--- src/rtl/soc_trace_monitor_pkg.sv ---
// soc_trace_monitor_pkg
// Shared constants and types for the multi-core trace monitor.
//   NOP_OPCODE / NOP_SUBOP : top two bytes that mark a special (magic) nop
//   CODE_EXIT / CODE_PUTC  : low 16 bits of a special nop selecting its action
//   mon_state_e            : global monitor FSM states
package soc_trace_monitor_pkg;

  localparam logic [7:0]  NOP_OPCODE = 8'h15;
  localparam logic [7:0]  NOP_SUBOP  = 8'h00;
  localparam logic [15:0] CODE_EXIT  = 16'h0001;
  localparam logic [15:0] CODE_PUTC  = 16'h0004;

  typedef enum logic [1:0] {
    ST_RUN     = 2'd0,
    ST_DRAIN   = 2'd1,
    ST_DONE    = 2'd2,
    ST_TIMEOUT = 2'd3
  } mon_state_e;

  // True when the instruction word is a special nop; its code is insn[15:0].
  function automatic logic is_special_nop(input logic [31:0] insn);
    return (insn[31:24] == NOP_OPCODE) && (insn[23:16] == NOP_SUBOP);
  endfunction

endpackage

--- src/rtl/soc_trace_monitor_lane.sv ---
// soc_trace_monitor_lane
// Per-core trace tracking: special-nop decode, saturating retire counter,
// exit capture, one-entry putc character buffer and sticky overflow flag.
// Ports:
//   clk, rst        : clock, synchronous active-low reset
//   valid_i         : retire strobe for this core
//   insn_i, r3_i    : retired instruction word and r3 value
//   pop_i           : the arbiter consumed this lane's buffered character
//   terminated_o    : EXIT has retired on this core
//   exit_code_o     : r3 captured at EXIT
//   insn_count_o    : retired instruction count (saturating)
//   overflow_o      : a character was dropped (sticky)
//   buf_full_o      : character buffer holds a character
//   buf_data_o      : buffered character
module soc_trace_monitor_lane
  import soc_trace_monitor_pkg::*;
#(
  parameter int CNT_WIDTH = 32
) (
  input  logic                 clk,
  input  logic                 rst,
  input  logic                 valid_i,
  input  logic [31:0]          insn_i,
  input  logic [31:0]          r3_i,
  input  logic                 pop_i,
  output logic                 terminated_o,
  output logic [31:0]          exit_code_o,
  output logic [CNT_WIDTH-1:0] insn_count_o,
  output logic                 overflow_o,
  output logic                 buf_full_o,
  output logic [7:0]           buf_data_o
);

  logic                 term_q, term_d;
  logic [31:0]          exit_q, exit_d;
  logic [CNT_WIDTH-1:0] cnt_q, cnt_d;
  logic                 ovf_q, ovf_d;
  logic                 full_q, full_d;
  logic [7:0]           data_q, data_d;

  logic retire;
  logic special;
  logic is_exit;
  logic is_putc;

  // Decode the retiring instruction; a terminated core ignores all retires.
  always_comb begin
    retire  = valid_i & ~term_q;
    special = is_special_nop(insn_i);
    is_exit = retire & special & (insn_i[15:0] == CODE_EXIT);
    is_putc = retire & special & (insn_i[15:0] == CODE_PUTC);
  end

  // Next-state for counter, exit capture, character buffer and overflow.
  always_comb begin
    term_d = term_q;
    exit_d = exit_q;
    cnt_d  = cnt_q;
    ovf_d  = ovf_q;
    full_d = full_q;
    data_d = data_q;

    if (retire && (cnt_q != {CNT_WIDTH{1'b1}})) begin
      cnt_d = cnt_q + CNT_WIDTH'(1);
    end else begin
      cnt_d = cnt_q;
    end

    if (is_exit) begin
      term_d = 1'b1;
      exit_d = r3_i;
    end else begin
      term_d = term_q;
      exit_d = exit_q;
    end

    if (pop_i) begin
      full_d = 1'b0;
    end else begin
      full_d = full_q;
    end

    // A pop in the same cycle frees the slot, so the new char is accepted.
    if (is_putc) begin
      if (full_q && !pop_i) begin
        ovf_d = 1'b1;
      end else begin
        full_d = 1'b1;
        data_d = r3_i[7:0];
      end
    end else begin
      ovf_d = ovf_q;
    end
  end

  // Lane state registers.
  always_ff @(posedge clk) begin
    if (!rst) begin
      term_q <= 1'b0;
      exit_q <= 32'h0000_0000;
      cnt_q  <= {CNT_WIDTH{1'b0}};
      ovf_q  <= 1'b0;
      full_q <= 1'b0;
      data_q <= 8'h00;
    end else begin
      term_q <= term_d;
      exit_q <= exit_d;
      cnt_q  <= cnt_d;
      ovf_q  <= ovf_d;
      full_q <= full_d;
      data_q <= data_d;
    end
  end

  assign terminated_o = term_q;
  assign exit_code_o  = exit_q;
  assign insn_count_o = cnt_q;
  assign overflow_o   = ovf_q;
  assign buf_full_o   = full_q;
  assign buf_data_o   = data_q;

endmodule

--- src/rtl/soc_multi_trace_monitor.sv ---
// soc_multi_trace_monitor
// Watches the retire traces of NUM_CORES cores, counts instructions, captures
// exit codes, and funnels putc characters into one round-robin arbitrated
// character stream. A global FSM reports completion or a watchdog timeout.
// Ports:
//   clk, rst                   : clock, synchronous active-low reset
//   trace_valid/insn/r3        : per-core retire traces (32-bit lanes packed)
//   char_valid/ready/data/core : putc character stream and its source core
//   terminated, exit_code      : per-core exit status
//   insn_count, overflow       : per-core counters and sticky drop flags
//   all_terminated, done, timeout : global status
module soc_multi_trace_monitor
  import soc_trace_monitor_pkg::*;
#(
  parameter  int NUM_CORES      = 4,
  parameter  int CNT_WIDTH      = 32,
  parameter  int TIMEOUT_CYCLES = 0,
  localparam int CORE_W         = (NUM_CORES > 1) ? $clog2(NUM_CORES) : 1
) (
  input  logic                           clk,
  input  logic                           rst,
  input  logic [NUM_CORES-1:0]           trace_valid,
  input  logic [NUM_CORES*32-1:0]        trace_insn,
  input  logic [NUM_CORES*32-1:0]        trace_r3,
  output logic                           char_valid,
  input  logic                           char_ready,
  output logic [7:0]                     char_data,
  output logic [CORE_W-1:0]              char_core,
  output logic [NUM_CORES-1:0]           terminated,
  output logic [NUM_CORES*32-1:0]        exit_code,
  output logic [NUM_CORES*CNT_WIDTH-1:0] insn_count,
  output logic [NUM_CORES-1:0]           overflow,
  output logic                           all_terminated,
  output logic                           done,
  output logic                           timeout
);

  localparam int             WD_W     = (TIMEOUT_CYCLES > 0) ? $clog2(TIMEOUT_CYCLES + 1) : 1;
  localparam logic [WD_W-1:0] WD_LIMIT = WD_W'(TIMEOUT_CYCLES);
  localparam bit             WD_EN    = (TIMEOUT_CYCLES > 0);

  mon_state_e        state_q, state_d;
  logic [CORE_W-1:0] ptr_q, ptr_d;
  logic              hold_q, hold_d;
  logic [CORE_W-1:0] hold_idx_q, hold_idx_d;
  logic [WD_W-1:0]   wd_q, wd_d;

  logic [NUM_CORES-1:0] buf_full;
  logic [7:0]           buf_data [NUM_CORES];
  logic [NUM_CORES-1:0] pop;
  logic                 any_full;
  logic                 all_term_raw;
  logic [CORE_W:0]      pick;
  logic [CORE_W-1:0]    sel;
  logic                 handshake;
  logic [CORE_W:0]      sel_inc;
  logic                 wd_expire;

  // First full buffer at or after ptr, returned as {found, index}. Scanning
  // from the far end lets the nearest full buffer overwrite the result last.
  function automatic logic [CORE_W:0] rr_pick(input logic [NUM_CORES-1:0] full,
                                              input logic [CORE_W-1:0]    ptr);
    logic [CORE_W:0] pos;
    logic [CORE_W:0] res;
    res = {(CORE_W+1){1'b0}};
    for (int k = NUM_CORES - 1; k >= 0; k--) begin
      pos = {1'b0, ptr} + (CORE_W+1)'(k);
      if (pos >= (CORE_W+1)'(NUM_CORES)) begin
        pos = pos - (CORE_W+1)'(NUM_CORES);
      end else begin
        pos = pos;
      end
      if (full[pos[CORE_W-1:0]]) begin
        res = {1'b1, pos[CORE_W-1:0]};
      end else begin
        res = res;
      end
    end
    return res;
  endfunction

  for (genvar g = 0; g < NUM_CORES; g++) begin : g_lane
    soc_trace_monitor_lane #(
      .CNT_WIDTH(CNT_WIDTH)
    ) u_lane (
      .clk          (clk),
      .rst          (rst),
      .valid_i      (trace_valid[g]),
      .insn_i       (trace_insn[g*32 +: 32]),
      .r3_i         (trace_r3[g*32 +: 32]),
      .pop_i        (pop[g]),
      .terminated_o (terminated[g]),
      .exit_code_o  (exit_code[g*32 +: 32]),
      .insn_count_o (insn_count[g*CNT_WIDTH +: CNT_WIDTH]),
      .overflow_o   (overflow[g]),
      .buf_full_o   (buf_full[g]),
      .buf_data_o   (buf_data[g])
    );
  end

  // Arbitration: once a character is presented and stalled, the selection is
  // frozen so a lower-index buffer filling later cannot change char_data.
  always_comb begin
    any_full     = |buf_full;
    all_term_raw = &terminated;
    pick         = rr_pick(buf_full, ptr_q);
    if (hold_q) begin
      sel = hold_idx_q;
    end else begin
      sel = pick[CORE_W-1:0];
    end
    char_valid = rst & any_full;
    handshake  = char_valid & char_ready;
    if (rst) begin
      char_data = buf_data[sel];
      char_core = sel;
    end else begin
      char_data = 8'h00;
      char_core = {CORE_W{1'b0}};
    end
    all_terminated = rst & all_term_raw;
    done           = rst & (state_q == ST_DONE);
    timeout        = rst & (state_q == ST_TIMEOUT);
  end

  // Pop strobe, pointer advance and stall-hold bookkeeping.
  always_comb begin
    pop        = {NUM_CORES{1'b0}};
    ptr_d      = ptr_q;
    hold_d     = hold_q;
    hold_idx_d = hold_idx_q;
    sel_inc    = {1'b0, sel} + {{CORE_W{1'b0}}, 1'b1};
    if (handshake) begin
      pop[sel] = 1'b1;
      hold_d   = 1'b0;
      if (sel_inc >= (CORE_W+1)'(NUM_CORES)) begin
        ptr_d = {CORE_W{1'b0}};
      end else begin
        ptr_d = sel_inc[CORE_W-1:0];
      end
    end else if (char_valid) begin
      hold_d     = 1'b1;
      hold_idx_d = sel;
    end else begin
      hold_d = 1'b0;
    end
  end

  // Watchdog: any retire clears it; it only advances while RUN or DRAIN.
  always_comb begin
    wd_d = wd_q;
    if (|trace_valid) begin
      wd_d = {WD_W{1'b0}};
    end else if (((state_q == ST_RUN) || (state_q == ST_DRAIN)) && (wd_q != WD_LIMIT)) begin
      wd_d = wd_q + WD_W'(1);
    end else begin
      wd_d = wd_q;
    end
    wd_expire = WD_EN && (wd_d == WD_LIMIT);
  end

  // Global FSM next state; termination beats a simultaneous watchdog expiry.
  always_comb begin
    state_d = state_q;
    case (state_q)
      ST_RUN: begin
        if (all_term_raw) begin
          state_d = ST_DRAIN;
        end else if (wd_expire) begin
          state_d = ST_TIMEOUT;
        end else begin
          state_d = ST_RUN;
        end
      end
      ST_DRAIN: begin
        if (!any_full) begin
          state_d = ST_DONE;
        end else if (wd_expire) begin
          state_d = ST_TIMEOUT;
        end else begin
          state_d = ST_DRAIN;
        end
      end
      ST_DONE:    state_d = ST_DONE;
      ST_TIMEOUT: state_d = ST_TIMEOUT;
      default:    state_d = ST_RUN;
    endcase
  end

  // Global state registers.
  always_ff @(posedge clk) begin
    if (!rst) begin
      state_q    <= ST_RUN;
      ptr_q      <= {CORE_W{1'b0}};
      hold_q     <= 1'b0;
      hold_idx_q <= {CORE_W{1'b0}};
      wd_q       <= {WD_W{1'b0}};
    end else begin
      state_q    <= state_d;
      ptr_q      <= ptr_d;
      hold_q     <= hold_d;
      hold_idx_q <= hold_idx_d;
      wd_q       <= wd_d;
    end
  end

endmodule

--- config.mk ---
export PLATFORM = sky130hd
export DESIGN_NAME = soc_multi_trace_monitor
export DESIGN_NICKNAME = d
export VERILOG_FILES = /design/src/rtl/soc_trace_monitor_pkg.sv /design/src/rtl/soc_trace_monitor_lane.sv /design/src/rtl/soc_multi_trace_monitor.sv
export SDC_FILE = /design/constraint.sdc
export NUM_CORES = 1
export LEC_CHECK = 0
export CAP_MARGIN = 10
export CORE_AREA = 2 2 210 212
export CTS_CLUSTER_SIZE = 24
export DETAILED_ROUTE_END_ITERATION = 16
export DIE_AREA = 0 0 212 214
export SETUP_SLACK_MARGIN = 0.2
export SLEW_MARGIN = 20
export SYNTH_ARGS = -nofsm -noshare
export SYNTH_HDL_FRONTEND = slang
export SYNTH_SLANG_ARGS = --single-unit
export TNS_END_PERCENT = 100
--- constraint.sdc ---
create_clock -name clk -period 3.5 [get_ports clk]
set_input_delay 0.525 -clock clk [delete_from_list [all_inputs] [get_ports clk]]
set_output_delay 0.525 -clock clk [all_outputs]
set_load 0.01 [all_outputs]
==> results of run 1 <==
[kinds of logic (layout without fill, tap and decap cells)]
kind of cell,count (synthesis),after routing
buffers and inverters,103,647
flip-flops,307,307
adder cells (fa/ha/maj),5,5
AND/OR/NAND/NOR,660,660
multiplexers,176,176
AO/OA/AOI/OAI,126,126
XOR/XNOR,89,89
[per-stage QoR]
| step | power [mW] | utilization | setup slack, ns | hold WS, ns |
|---|---|---|---|---|
| after floorplan | 3.71 | - | 1.00 | 0.431 |
| after global placement | 4.07 | 0.467 | 0.494 | 0.443 |
| after detailed placement | 4.07 | 0.467 | 0.403 | 0.454 |
| after CTS | 8.06 | 0.496 | 0.207 | 0.463 |
| after global routing | 8.22 | 0.497 | 0.203 | 0.488 |
| final | 7.92 | 0.497 | 0.291 | 0.464 |
[what timing repair did]
item / in CTS / in global routing
gates cloned: 0 / 1
setup endpoints to repair: 8 / 3
resized for setup: 11 / 5
pin swaps: 0 / 1
setup buffers: 0 / 1
[power by group through the flow]
stage | Clock (mW) | Sequential (mW) | Combinational (mW)
final | 3.92 | 3.52 | 0.481
after global routing | 4.19 | 3.52 | 0.513
after CTS | 4.05 | 3.52 | 0.485
after detailed placement | 0 | 3.59 | 0.482
after global placement | 0 | 3.59 | 0.478
after floorplan | 0 | 3.60 | 0.115
[layer usage]
layer,up-vias,wire length (um),track usage
met4,2,638,0.0458
met1,5912,19900,0.247
li1,6154,-,-
met3,40,3460,0.0600
met5,-,11,0
met2,344,21700,0.327
[registers in the layout (all words and copies together), names as in the netlist]
register                    count
g_lane.u_lane.buf_data_o       32
g_lane.u_lane.buf_full_o        4
g_lane.u_lane.exit_code_o     128
g_lane.u_lane.insn_count_o    128
g_lane.u_lane.overflow_o        4
g_lane.u_lane.terminated_o      4
hold_idx_q                      2
hold_q                          1
ptr_q                           2
state_q                         2
[path summary, 6_finish.rpt]
check / to / slack, ns / depth (start not counted)
worst max register to register: g_lane[2].u_lane.insn_count_o[15] / 1.01 / 7
worst min-delay path: g_lane[0].u_lane.buf_data_o[4] / 0.46 / 2
worst min register to register: g_lane[0].u_lane.buf_data_o[4] / 0.46 / 2
worst max-delay path: char_data[2] / 0.29 / 7
[synthesized netlist by cell type, drive strengths merged, types with 8 or more instances]
library cell,count,area (um^2)
inv,22,82.6
o21ai,39,195
mux2i,168,1680
nor4b,14,123
nor3,15,80.1
nor2,27,101
nand2,123,462
nor4,34,249
clkbuf,51,193
xnor2,54,473
and3,25,156
xor2,35,307
nand3,51,255
o211a,10,100
mux2,8,90.1
and2,89,557
nand4,39,272
and4,18,159
dfxtp,307,6150
or3,31,195
nor2b,158,988
a21boi,33,248
buf,30,179
[worst min-delay path, cell delays in order, from the launching register on]
cell     delay (ns)
dfxtp_1        0.31
nand2_1        0.05
mux2i_1        0.05
[cell type report]
class / count / area (um^2) / share of cell area
Clock buffer: 49 / 1060 / 0.0498
Clock inverter: 12 / 171 / 0.00804
Inverter: 22 / 82.6 / 0.00387
Multi-Input combinational cell: 1056 / 7450 / 0.349
Sequential cell: 307 / 6150 / 0.289
Tap cell: 585 / 732 / 0.0343
Timing Repair Buffer: 564 / 5680 / 0.266
==> metrics.cfg, run 1 <==
[sta]
min_period_ns=3.21
relSlewSlack=0.435
setup_viol=0
fin_crit_sh=0.917
tns_ns=0
drv_slew=0
final-hold-violation-count=0
fmax_mhz=312
tightestPinTransition_ns=0.839
rsz0062_at_grt=no
fin_skew_ns=0.0182

[setup_path]
cp_max_fo=11
crit_family=compound AO/OA/AOI/OAI gates
crit_chain=a21oi_1, o32ai_2, o21ai_4, buf_12, mux2_2, o211a_1, clkdlybuf4s50_1
critPathArrivalTime_ns=2.68
cp.required_ns=2.97
worstSetupStartpoint=g_lane[0].u_lane.buf_full_o
path_buf_inv=2
r2r_start=g_lane[2].u_lane.insn_count_o[23]
max_stage_delay_ns=0.50
end_kind=output port
start_kind=flip-flop
slowest_stage=clkdlybuf4s50_1
setup.worst_path.class=reg2out

[layout]
antennaDiodeCount=0
design_area_um2=21300
most-common-layout-cells=clkdlybuf4s50_1, dfxtp_1, mux2i_1, nor2b_1, nand2_1
nets=2256
final_common_cell=clkdlybuf4s50_1
areaGrowthSynthToFinish_pct=52.3
finalNonFillerCells=2595
nFillCells=3998
layout-drive-gt1-share=0.0607

[power]
power.density_nw_per_um2=371
switching_share=0.211
p_comb_frac=0.061
p_switching_mw=1.67
pwr-share-clk=0.495
ir_worst_vdd_mv=0.375
pwr-share-seq=0.444
leakage_nw=7.32
power.internal_mw=6.25

[die]
start_util=0.326
placementRows=76
chipWidth_um=212
die_h_um=214
die_area_um2=45400
ios=541
core_area_um2=42900

[clock_tree]
cts_tree=built
path_clk_slew_ns=0.06
h-tree-depth=2
clockRootBuffer=clkbuf_16
clk_path_buf_depth=3
hold_buffers=0
clkLatencyLatePin_ns=0.54
clock_sinks=307
cts_buffers=37

[yosys]
ys_seq_area_frac=0.439
async_flop_share=0
ys.flop_type=dfxtp_1
yosysWarnings=0
synth_xor_xnor_area_share=0.0557
syn_nets=1734
synth_top_family_by_area=simple AND/OR/NAND/NOR gates
synth-edff-count=0
syn_inst=1466
synth_seq_cells=307
synth.distinct_cells=68
syn_avg_cell_area_um2=9.55
yosys.area_share.simple=0.278
synthMuxAreaShare=0.127
yosys.area_share.adder=0.00447
syn_area_um2=14000
synth_compound_area_frac=0.0640

[drt]
routed_wl_um=45800
ant_nets=0
drt_first_pass_iters=5
drt_iter0_markers=486
drc=0
wl_per_cell_um=17.6
vias=12500
via_per_inst=4.80

[global_routing]
grt_overflow_total=0
grt_pass1_wl_um=70800
grt_usage=0.196
grt_pass1_vias=12300
antenna_found_initial=2
grt_start_max_net_pins=173

[worst_hold_path]
hold_path.class=reg2reg
hp-start=g_lane[0].u_lane.buf_data_o[4]

[run]
max-cap-violations=0

[run_status]
status=completed

[placement]
hpwl_um=34100
dpl.cell_count=2532
port_buffers=540
placed_area_um2=20000
gp_congestion=0.923

No activity file was read; power rests on OpenSTA's default activity.
==> inputs of run 2 (changes only) <==
Settings changed: ABC_AREA from default to 1, CORE_AREA 2 2 210 212 to 2 2 212 214, DIE_AREA 0 0 212 214 to 0 0 214 216.
Clock period 3.5 ns to 3.49 ns, I/O delays scaled along.
==> metrics.cfg, run 2 <==
[run_status]
status=completed

[clock_tree]
clock_sinks=307
path_clk_slew_ns=0.06
clockRootBuffer=clkbuf_16
cts_tree=built
clkLatencyLatePin_ns=0.55
clk_path_buf_depth=3
h-tree-depth=2
cts_buffers=38
hold_buffers=0

[layout]
final_common_cell=clkdlybuf4s50_1
design_area_um2=21500
layout-drive-gt1-share=0.0522
nets=2882
areaGrowthSynthToFinish_pct=48.4
most-common-layout-cells=clkdlybuf4s50_1, nor2_1, nand2_1, dfxtp_1, o21ai_0
final_core_util=0.491

[global_routing]
grt_pass1_vias=15200
antenna_found_initial=1
grt_overflow_total=0
grt_usage=0.231
grt_pass1_wl_um=85500
grt_start_max_net_pins=116

[worst_hold_path]
hp-start=rst
hold_end=state_q[0]
hold_path.class=in2reg
holdPathStages=3

[sta]
tightestPinTransition_ns=1.04
rsz0062_at_grt=no
fin_skew_ns=0.0168
whs_ns=0.319
final-hold-violation-count=0
tns_ns=0
fin_crit_sh=0.892
relSlewSlack=0.308
min_period_ns=3.11
drv_slew=0
setup_viol=0
fmax_mhz=321

[power]
total_power_mw=7.82
power.density_nw_per_um2=363
ir_worst_vdd_mv=0.250
leakage_nw=7.88

[yosys]
synth.distinct_cells=44
syn_inst=2103
synth_compound_area_frac=0.141
yosysMostFrequentCell=nor2_1
synth_xor_xnor_area_share=0.0302
synth.top_cell.area_share=0.424
synth_seq_cells=307
yosysWarnings=0
async_flop_share=0
synth_top_family_by_area=simple AND/OR/NAND/NOR gates
synth_area_leaders=dfxtp_1, nor2_1, nand2_1
ys_seq_area_frac=0.424
yosys.area_share.simple=0.315
synth_area_leader_cell=dfxtp_1
syn_nets=2371
ys.flop_type=dfxtp_1
synth-edff-count=0
synth_commonest_cells=nor2_1, nand2_1, dfxtp_1
synthMuxAreaShare=0
syn_avg_cell_area_um2=6.90
yosys.area_share.adder=0.00431
syn_area_um2=14500

[die]
ios=541
die_h_um=216
chipWidth_um=214
placementRows=77
start_util=0.331
core_area_um2=43800
die_area_um2=46200

[setup_path]
max_stage_delay_ns=0.61
crit_family=simple AND/OR/NAND/NOR gates
path_buf_inv=2
rrSetupSlack_ns=0.73
crit_chain=nand2_1, nand2_1, nand3_1, nand2_1, nand2_1, nand2_1, nand2_2, nand2_4, inv_2, nor2_1, clkdlybuf4s50_1
critPathArrivalTime_ns=2.59
cp_max_fo=12
reg2reg_to=g_lane[1].u_lane.buf_data_o[4]
r2r_start=g_lane[1].u_lane.buf_full_o
cp_common_cell=nand2_1
cp.required_ns=2.97
end_kind=output port
worstSetupStartpoint=ptr_q[0]
start_kind=flip-flop
setup.worst_path.class=reg2out
worstRegToRegCells=15
slowest_stage=clkdlybuf4s50_1

[drt]
drt_first_pass_iters=7
routed_wl_um=55600
drc=0
via_per_inst=4.88
drt_iter0_markers=1052
wl_per_cell_um=17.2
vias=15800
ant_nets=0

[placement]
hpwl_um=42600
port_buffers=540
placed_area_um2=20300
gp_congestion=0.976

[run]
max-cap-violations=0

## run 2: area by class of cell
type | count | area [um^2]
Tap cell | 592 | 741
Multi-Input combinational cell | 1498 | 7140
Inverter | 210 | 792
Clock inverter | 13 | 111
Clock buffer | 56 | 1070
Fill cell | 4356 | 22300
Timing Repair Buffer | 559 | 5520
Sequential cell | 307 | 6150
Antenna cell | 1 | 2.50
## run 2: report_power, final
group | internal (mW) | total (mW) | switching (mW)
Combinational | 0.316 | 0.530 | 0.214
Sequential | 3.51 | 3.53 | 0.0109
Clock | 2.21 | 3.77 | 1.56
## run 2: logic make-up after synthesis
logic type      count (synthesis)
simple gates                 1041
compound gates                401
flops                         307
buf+inv                       299
xor+xnor                       50
fa+ha+maj                       5
## run 2: how the worst max path moves through the flow
| stage | slack (ns) | end | cells after the start |
|---|---|---|---|
| after detailed placement | 0.43 | g_lane[0].u_lane.exit_code_o[17] | 10 |
| after floorplan | 1.27 | g_lane[1].u_lane.buf_data_o[6] | 17 |
| after CTS | 0.27 | char_data[4] | 13 |
| final | 0.38 | char_core[1] | 11 |
| after global placement | 0.42 | g_lane[0].u_lane.exit_code_o[14] | 10 |
| after global routing | 0.19 | char_data[0] | 13 |
## run 2: what timing repair did
item,CTS,global route
resized for setup,11,16
gates cloned,0,1
pin swaps,0,1
endpoints found under the setup margin,9,8
buffers inserted,0,3
## run 2: metrics by stage
stage | std cells | setup slack, ns
2_1_floorplan | 2103 | 1.27
3_3_place_gp | 3162 | 0.422
3_5_place_dp | 3162 | 0.431
4_1_cts | 3231 | 0.274
5_1_grt | 3236 | 0.195
6_report | 3236 | 0.378
## run 2: layer usage
metal / share of wire / vias to the layer above / GRT usage
li1: - / 7930 / -
met3: 0.071 / 81 / 0.0598
met2: 0.50 / 488 / 0.414
met1: 0.41 / 7298 / 0.269
met5: 0 / - / 0
met4: 0.024 / 0 / 0.0711
## run 2: worst reg2reg max path: cells and delay by family, from the launching register on
family	cells	cell delay [ns]
AO/OA/AOI/OAI	4	0.80
adder cells (fa/ha/maj)	1	0.13
buffers and inverters	3	0.28
flip-flops	1	0.39
AND/OR/NAND/NOR	7	1.06
==> inputs of run 3 (changes only) <==
Settings changed: CORE_AREA 2 2 212 214 to 2 2 209 211, CTS_BUF_LIST from default to sky130_fd_sc_hd__clkbuf_4, DIE_AREA 0 0 214 216 to 0 0 211 213.
==> metrics.cfg, run 3 (synthesized netlist as in run 2, its figures left out) <==
[clock_tree]
clk_path_buf_depth=3
clkLatencyLatePin_ns=0.80
path_clk_slew_ns=0.06
clockRootBuffer=clkbuf_4
cts_buffers=88
clock_sinks=307
cts_tree=built
h-tree-depth=3

[layout]
most-common-layout-cells=clkdlybuf4s50_1, nor2_1, nand2_1, dfxtp_1, o21ai_0
nFillCells=4309
design_area_um2=21500
layout-drive-gt1-share=0.0916
nets=2937
areaGrowthSynthToFinish_pct=48.5
finalNonFillerCells=3268
final_common_cell=clkdlybuf4s50_1

[setup_path]
worstSetupStartpoint=g_lane[3].u_lane.buf_full_o
start_kind=flip-flop
cp.required_ns=2.97
cp_max_fo=6
reg2reg_to=g_lane[1].u_lane.buf_data_o[2]
r2r_start=g_lane[3].u_lane.buf_full_o
end_kind=output port
rrSetupSlack_ns=0.58
endpoint=char_data[0]
setup.worst_path.class=reg2out
worstRegToRegCells=14
critPathArrivalTime_ns=2.65

[drt]
vias=16100
ant_nets=0
drc=0
drt_first_pass_iters=7
routed_wl_um=56800
via_per_inst=4.93
wl_per_cell_um=17.4
drt_iter0_markers=824

[run]
max-cap-violations=0

[global_routing]
antenna_found_initial=5
grt_pass1_wl_um=85200
grt_usage=0.243
grt_pass1_vias=15400
grt_start_max_net_pins=96
grt_overflow_total=0

[sta]
tightestPinTransition_ns=0.895
drv_slew=0
fin_crit_sh=0.908
setup_viol=0
fmax_mhz=315
final-hold-violation-count=0
tns_ns=0
relSlewSlack=0.403
rsz0062_at_grt=yes
min_period_ns=3.17
fin_skew_ns=0.0470

[worst_hold_path]
hold_path.class=in2reg

[placement]
placed_area_um2=20300
port_buffers=540
hpwl_um=43000
gp_congestion=0.947
dpl.cell_count=3115

[die]
core_area_um2=42700
chipWidth_um=211
placementRows=76
start_util=0.340
die_h_um=213
die_area_um2=44900
ios=541

[power]
ir_worst_vdd_mv=0.198
p_switching_mw=1.79
switching_share=0.248
power.internal_mw=5.42
p_comb_frac=0.073
pwr-share-seq=0.488
power.density_nw_per_um2=335
pwr-share-clk=0.439
total_power_mw=7.21
leakage_nw=7.96

[run_status]
status=completed

run 3: cell count changes in the layout (fill, tap and decap cells not counted), sizes merged, moves of 2 or more:
| cell | change |
|---|---|
| buf | +10 |
| clkbuf | +59 |
| clkinv | +6 |
| diode | +3 |
| inv | -2 |
| nand2 | +3 |
run 3: what timing repair did:
item	in CTS	in global routing
pin swaps	1	18
hold buffers	1	0
setup endpoints to repair	10	9
cloned	2	2
setup buffers	0	5
gates resized for setup	43	55
hold endpoints to repair	3	0
run 3: per-stage QoR:
stage	utilization	hold WS, ns	setup slack (ns)
after floorplan	-	0.430	1.27
after global placement	0.475	0.440	0.486
after detailed placement	0.475	0.445	0.393
after CTS	0.499	0.0515	0.198
after global routing	0.504	0.107	0.140
final	0.504	0.150	0.320
run 3: critical path, stage by stage (launching register included):
cell and delay, ns:
dfxtp_2 0.37, inv_1 0.06, nand2_1 0.11, nand3_2 0.12
nand2_2 0.11, nand3_4 0.10, nand2_2 0.10, nand2_4 0.07
nand2_8 0.16, nand2_8 0.10, a21oi_2 0.14, o21ai_0 0.09
a21oi_1 0.16, buf_4 0.16
run 3: how the worst min path moves through the flow:
stage                                         from                        endpoint  cells past startpoint
CTS                                            rst     g_lane[0].u_lane.buf_full_o                      3
detailed placement     g_lane[0].u_lane.overflow_o     g_lane[0].u_lane.overflow_o                      2
global placement       g_lane[0].u_lane.overflow_o     g_lane[0].u_lane.overflow_o                      2
floorplan           g_lane[1].u_lane.buf_data_o[0]  g_lane[1].u_lane.buf_data_o[0]                      2
global route                                   rst     g_lane[3].u_lane.overflow_o                      3
finish                                         rst     g_lane[0].u_lane.buf_full_o                      3
run 3: power by group through the flow:
stage                     clock (mW)  combinational (mW)  sequential, mW
after global placement             0               0.521            3.60
after floorplan                    0               0.149            3.60
after global routing            3.49               0.571            3.52
after CTS                       3.30               0.530            3.52
final                           3.16               0.527            3.52
after detailed placement           0               0.526            3.60
run 3: area by class of cell:
cell class                      instances  area, um^2  area share
Timing Repair Buffer                  561        5550       0.258
Clock buffer                          122         916      0.0425
Tap cell                              546         683      0.0317
Multi-Input combinational cell       1501        7330       0.341
Inverter                              210         797      0.0370
Sequential cell                       307        6160       0.286
Antenna cell                            4        10.0    0.000465
Clock inverter                         17        88.8     0.00413
run 3: metal layers:
| metal | global-route usage | share of wire |
|---|---|---|
| met5 | 0 | 0 |
| met4 | 0.0811 | 0.024 |
| met3 | 0.0806 | 0.077 |
| met2 | 0.421 | 0.49 |
| met1 | 0.281 | 0.41 |
